**config.mk**
```make
export PLATFORM = sky130hd
export DESIGN_NAME = hwag_angle_counter
export DESIGN_NICKNAME = d
export VERILOG_FILES = /design/src/rtl/hwag_angle_counter.sv
export SDC_FILE = /design/constraint.sdc
export NUM_CORES = 1
export LEC_CHECK = 0
export CAP_MARGIN = 20
export CORE_MARGIN = 5
export CORE_UTILIZATION = 45
export CTS_CLUSTER_SIZE = 40
export DETAILED_ROUTE_END_ITERATION = 6
export PLACE_DENSITY = 0.64
export SLEW_MARGIN = 25
export SYNTH_ARGS = -nofsm -noshare
export SYNTH_HDL_FRONTEND = slang
export SYNTH_SLANG_ARGS = --single-unit
```
**constraint.sdc**
```tcl
create_clock -name clk -period 5.3 [get_ports clk]
set_input_delay 1.06 -clock clk [delete_from_list [all_inputs] [get_ports clk]]
set_output_delay 1.06 -clock clk [all_outputs]
set_load 0.03 [all_outputs]
```
**src/rtl/hwag_angle_counter.sv**
```systemverilog
// Crank angle counter: turns tooth/sync pulses into {tooth_index, sub_step},
// interpolating each tooth with sub-steps timed from the previous tooth period.
module hwag_angle_counter #(
    parameter int TEETH        = 120,
    parameter int STEP_SHIFT   = 6,
    parameter int PERIOD_WIDTH = 24,
    parameter int ANGLE_WIDTH  = 24
) (
    input  logic                    clk,
    input  logic                    arst,
    input  logic                    ena,
    input  logic                    tooth,
    input  logic                    sync,
    output logic [ANGLE_WIDTH-1:0]  angle_out,
    output logic                    angle_valid,
    output logic                    step,
    output logic [PERIOD_WIDTH-1:0] tooth_period,
    output logic                    stall,
    output logic                    sync_error
);

    localparam int IDX_W = (TEETH > 1) ? $clog2(TEETH) : 1;
    localparam logic [IDX_W-1:0]        LAST_IDX = IDX_W'(TEETH - 1);
    localparam logic [IDX_W-1:0]        ONE_I    = IDX_W'(1);
    localparam logic [PERIOD_WIDTH-1:0] ONE_P    = PERIOD_WIDTH'(1);
    localparam logic [STEP_SHIFT-1:0]   ONE_S    = STEP_SHIFT'(1);

    typedef enum logic [1:0] {
        S_IDLE    = 2'd0,
        S_MEASURE = 2'd1,
        S_RUN     = 2'd2
    } state_t;

    state_t                  r_state;
    logic [PERIOD_WIDTH-1:0] r_period_cnt;
    logic [PERIOD_WIDTH-1:0] r_tooth_period;
    logic [PERIOD_WIDTH-1:0] r_step_timer;
    logic [IDX_W-1:0]        r_tooth_index;
    logic [STEP_SHIFT-1:0]   r_sub_step;
    logic                    r_angle_valid;
    logic                    r_step;
    logic                    r_stall;
    logic                    r_sync_error;

    logic                    w_period_max;
    logic [PERIOD_WIDTH-1:0] w_captured;
    logic [PERIOD_WIDTH-1:0] w_interval_raw;
    logic [PERIOD_WIDTH-1:0] w_step_interval;
    logic                    w_sub_full;
    logic                    w_step_due;
    logic [IDX_W-1:0]        w_next_index;

    assign w_period_max    = (r_period_cnt == {PERIOD_WIDTH{1'b1}});
    assign w_captured      = r_period_cnt + ONE_P;
    assign w_interval_raw  = r_tooth_period >> STEP_SHIFT;
    // Very short teeth still need a non-zero interval so sub-steps keep advancing.
    assign w_step_interval = (w_interval_raw == {PERIOD_WIDTH{1'b0}}) ? ONE_P : w_interval_raw;
    assign w_sub_full      = (r_sub_step == {STEP_SHIFT{1'b1}});
    assign w_step_due      = ((r_step_timer + ONE_P) == w_step_interval) && !w_sub_full;
    assign w_next_index    = (r_tooth_index == LAST_IDX) ? {IDX_W{1'b0}} : (r_tooth_index + ONE_I);

    assign angle_out    = ANGLE_WIDTH'({r_tooth_index, r_sub_step});
    assign angle_valid  = r_angle_valid;
    assign step         = r_step;
    assign tooth_period = r_tooth_period;
    assign stall        = r_stall;
    assign sync_error   = r_sync_error;

    // Mode sequencing, period measurement, angle position and output pulses
    always_ff @(posedge clk or posedge arst) begin
        if (arst) begin
            r_state        <= S_IDLE;
            r_period_cnt   <= {PERIOD_WIDTH{1'b0}};
            r_tooth_period <= {PERIOD_WIDTH{1'b0}};
            r_step_timer   <= {PERIOD_WIDTH{1'b0}};
            r_tooth_index  <= {IDX_W{1'b0}};
            r_sub_step     <= {STEP_SHIFT{1'b0}};
            r_angle_valid  <= 1'b0;
            r_step         <= 1'b0;
            r_stall        <= 1'b0;
            r_sync_error   <= 1'b0;
        end else if (ena) begin
            r_step       <= 1'b0;
            r_stall      <= 1'b0;
            r_sync_error <= 1'b0;

            if (tooth || sync) begin
                r_period_cnt <= {PERIOD_WIDTH{1'b0}};
            end else if (!w_period_max) begin
                r_period_cnt <= r_period_cnt + ONE_P;
            end

            // A saturated period means the wheel stopped: drop lock before anything else.
            if ((r_state != S_IDLE) && w_period_max) begin
                r_state       <= S_IDLE;
                r_angle_valid <= 1'b0;
                r_tooth_index <= {IDX_W{1'b0}};
                r_sub_step    <= {STEP_SHIFT{1'b0}};
                r_step_timer  <= {PERIOD_WIDTH{1'b0}};
                r_stall       <= 1'b1;
            end else begin
                case (r_state)
                    S_IDLE: begin
                        if (sync) begin
                            r_state       <= S_MEASURE;
                            r_tooth_index <= {IDX_W{1'b0}};
                            r_sub_step    <= {STEP_SHIFT{1'b0}};
                        end
                    end
                    S_MEASURE: begin
                        if (sync) begin
                            r_tooth_index <= {IDX_W{1'b0}};
                            r_sub_step    <= {STEP_SHIFT{1'b0}};
                        end else if (tooth) begin
                            r_state        <= S_RUN;
                            r_angle_valid  <= 1'b1;
                            r_tooth_period <= w_captured;
                            r_tooth_index  <= ONE_I;
                            r_sub_step     <= {STEP_SHIFT{1'b0}};
                            r_step_timer   <= {PERIOD_WIDTH{1'b0}};
                            r_step         <= 1'b1;
                        end
                    end
                    S_RUN: begin
                        if (sync) begin
                            r_tooth_period <= w_captured;
                            r_sync_error   <= (r_tooth_index != LAST_IDX);
                            r_tooth_index  <= {IDX_W{1'b0}};
                            r_sub_step     <= {STEP_SHIFT{1'b0}};
                            r_step_timer   <= {PERIOD_WIDTH{1'b0}};
                            r_step         <= 1'b1;
                        end else if (tooth) begin
                            r_tooth_period <= w_captured;
                            r_tooth_index  <= w_next_index;
                            r_sub_step     <= {STEP_SHIFT{1'b0}};
                            r_step_timer   <= {PERIOD_WIDTH{1'b0}};
                            r_step         <= 1'b1;
                        end else if (w_step_due) begin
                            r_sub_step   <= r_sub_step + ONE_S;
                            r_step_timer <= {PERIOD_WIDTH{1'b0}};
                            r_step       <= 1'b1;
                        end else begin
                            r_step_timer <= r_step_timer + ONE_P;
                        end
                    end
                    default: begin
                        r_state       <= S_IDLE;
                        r_angle_valid <= 1'b0;
                    end
                endcase
            end
        end
    end

endmodule

```
==> flow_summary.json <==
{
  "fillCellCount": 1199,
  "finalCritPeriodShare": 0.755,
  "fin_tns_setup_ps": 0,
  "grt_max_degree": 49,
  "viasPerCell": 5.76,
  "core_area_mm2": 0.0125,
  "wl_per_cell_um": 16.4,
  "async_flop_share": 1.00,
  "netlist-cell-type-count": 61,
  "avgSynthCellArea_um2": 8.32,
  "syn2layout_area_growth_pct": 14.4,
  "postCtsSetupBuffers": 0,
  "fin_crit_ps": 4000,
  "finalClockSkew_ps": 6.19,
  "status": "complete, no violations",
  "power_mw": 2.71,
  "rows": 41,
  "yosysTopAreaCellShare": 0.399,
  "synth.top_cells.by_count": "91 x dfrtp_1, 71 x nand2_1, 59 x nor2_1, 58 x o21ai_0, 52 x a21oi_1",
  "cts_root_buf": "clkbuf_16",
  "ys_ff_latch": 91,
  "antenna_left": 0,
  "num_vias": 5091,
  "cp_max_fo": 17,
  "worstPathArrival_ps": 4260,
  "maxSlewHeadroom": 0.343,
  "synth_top_area_cell": "dfrtp_1",
  "path_clk_slew_ps": 70,
  "track_usage": 0.201,
  "worst_skew_pair.late_latency_ps": 350,
  "irDropWorstVdd_uv": 228,
  "leakage_nw": 2.53,
  "hold_violations": 0,
  "yosys_warnings": 0,
  "dieArea_mm2": 0.0150,
  "layout.nets": 720,
  "ys_seq_area_frac": 0.399,
  "grt_pass1_vias": 4736,
  "drive_gt1_frac": 0.0562,
  "mappedNetlistArea_mm2": 0.00571,
  "diodes": 0,
  "overflow": 0,
  "dieHeight_um": 123,
  "wl_mm": 14.5,
  "grt_pass1_wl_mm": 24.1,
  "die_x_um": 123,
  "syn_inst": 686,
  "drt_drc_violations_left": 0,
  "placement.io_buffers": 45,
  "setup_viol": 0,
  "firstDrtPassIters": 5,
  "dr.first_iter.drc_count": 478,
  "yosysMostFrequentCell": "dfrtp_1",
  "start_kind": "register",
  "maxSlewViolCount": 0,
  "worst_setup_path_end_kind": "register",
  "io_pins": 57,
  "cts_sinks": 91,
  "dpl.hpwl_mm": 10.4,
  "htree_levels": 3,
  "hold_buffers": 0,
  "synth_edf_count": 0,
  "cts_buffers": 9,
  "yosys_most_used_dff": "dfrtp_1",
  "netlist_top_cells_area": "dfrtp_1 40%, o21ai_0 5.1%, nand2_1 4.7%",
  "worstSetupPathType": "reg -> reg",
  "worst_pin_slew_ps": 977,
  "max_freq_mhz": 250,
  "hold_class": "reg -> reg",
  "ctsResizeCount": 0,
  "initial_core_util": 0.456,
  "p_per_area_mw_per_mm2": 415,
  "gp_congestion": 0.912,
  "cts_max_path_buffers": 2,
  "cts_tree": "yes",
  "antenna_found_initial": 0,
  "rsz0062_at_grt": "false",
  "cap_violations": 0,
  "required_ps": 5550
}
-- critical path, stage by stage, from the launching register on --
cell       delay, ps
dfrtp_1          510
ha_1             350
nand3_1          280
nor4_1           910
a311o_1          300
a32o_2           160
a2111oi_4         50
a21oi_1          370
buf_4            300
nand2_1          340
o31ai_1          320
-- kinds of logic (layout without fill, tap and decap cells) --
| family | count (synthesis) | in the layout | synth area share |
|---|---|---|---|
| AND/OR/NAND/NOR | 280 | 280 | 0.249 |
| flip-flops | 91 | 91 | 0.399 |
| XOR/XNOR | 42 | 42 | 0.0644 |
| AO/OA/AOI/OAI | 181 | 181 | 0.194 |
| multiplexers | 9 | 9 | 0.0164 |
| buffers and inverters | 74 | 90 | 0.0592 |
| other | 1 | 11 | 0.000657 |
| adder cells (fa/ha/maj) | 8 | 8 | 0.0175 |
-- per-stage QoR --
step                      hold slack [ps]  setup WS [ps]  std cells  area (um^2)   util
after floorplan                       468           1880        696         5750      -
after global placement                498           1430        867         6210  0.496
after detailed placement              503           1340        868         6230  0.498
after CTS                             522           1390        884         6530  0.522
after global routing                  539            966        884         6530  0.522
final                                 517           1300        884         6530  0.522
-- layout by cell type, fill, tap and decap left out, types with 3 or more instances in the layout --
| cell | count |
|---|---|
| a22o_1 | 5 |
| and4_1 | 5 |
| conb_1 | 11 |
| buf_4 | 5 |
| a21oi_1 | 52 |
| nand4_1 | 14 |
| ha_1 | 8 |
| o21ai_0 | 58 |
| nor3b_1 | 3 |
| nand2_1 | 71 |
| o211ai_1 | 5 |
| and3_1 | 10 |
| nor2b_1 | 4 |
| xnor2_1 | 26 |
| nor2_1 | 59 |
| mux2i_1 | 6 |
| nor4_1 | 12 |
| xor2_1 | 16 |
| mux2_2 | 3 |
| or3_1 | 8 |
| clkinvlp_4 | 4 |
| and2_1 | 10 |
| or2_2 | 3 |
| clkbuf_16 | 9 |
| a21o_1 | 5 |
| nor3_1 | 9 |
| or4_1 | 9 |
| o31ai_1 | 20 |
| clkdlybuf4s50_1 | 45 |
| inv_1 | 22 |
| dfrtp_1 | 91 |
| o22ai_1 | 7 |
| a31oi_1 | 9 |
| nand3_1 | 48 |
-- state kept, by name, indices dropped and copies added (netlist names) --
| register | cells |
|---|---|
| r_period_cnt | 24 |
| r_step_timer | 24 |
| tooth_period | 24 |
| r_tooth_index | 7 |
| r_sub_step | 6 |
| r_state | 2 |
| angle_valid | 1 |
| stall | 1 |
| step | 1 |
| sync_error | 1 |
-- power breakdown --
part           leakage, nW  internal, mW  switching, mW
Sequential            1.21         0.810          0.161
Combinational         1.19         0.428          0.652
Clock                0.134         0.368          0.292
-- per-layer routing --
| metal | global-route usage | share of wire | up-vias |
|---|---|---|---|
| met1 | 0.278 | 0.46 | 2458 |
| met3 | 0.0364 | 0.037 | 19 |
| li1 | - | - | 2500 |
| met4 | 0.0672 | 0.018 | 0 |
| met2 | 0.320 | 0.48 | 114 |
| met5 | 0 | 0 | - |
-- area by class of cell --
type	instances	area, um^2	area share
Clock buffer	9	225	0.0345
Clock inverter	7	77.6	0.0119
Inverter	23	87.6	0.0134
Multi-Input combinational cell	531	3140	0.482
Sequential cell	91	2280	0.349
Tap cell	172	215	0.0330
Timing Repair Buffer	51	503	0.0770
-- final timing paths --
| kind | slack [ps] | depth (start not counted) | startpoint | endpoint |
|---|---|---|---|---|
| min in group asynchronous | 1170 | 2 | arst | r_step_timer[16] |
| hold / removal | 520 | 1 | sync_error | sync_error |
| setup reg to reg | 1300 | 10 | r_step_timer[0] | r_step_timer[18] |
| setup / recovery | 1300 | 10 | r_step_timer[0] | r_step_timer[18] |
| max in group asynchronous | 3020 | 3 | arst | r_period_cnt[22] |
| hold reg to reg | 520 | 1 | sync_error | sync_error |
Power figures use the tool's default switching activity.
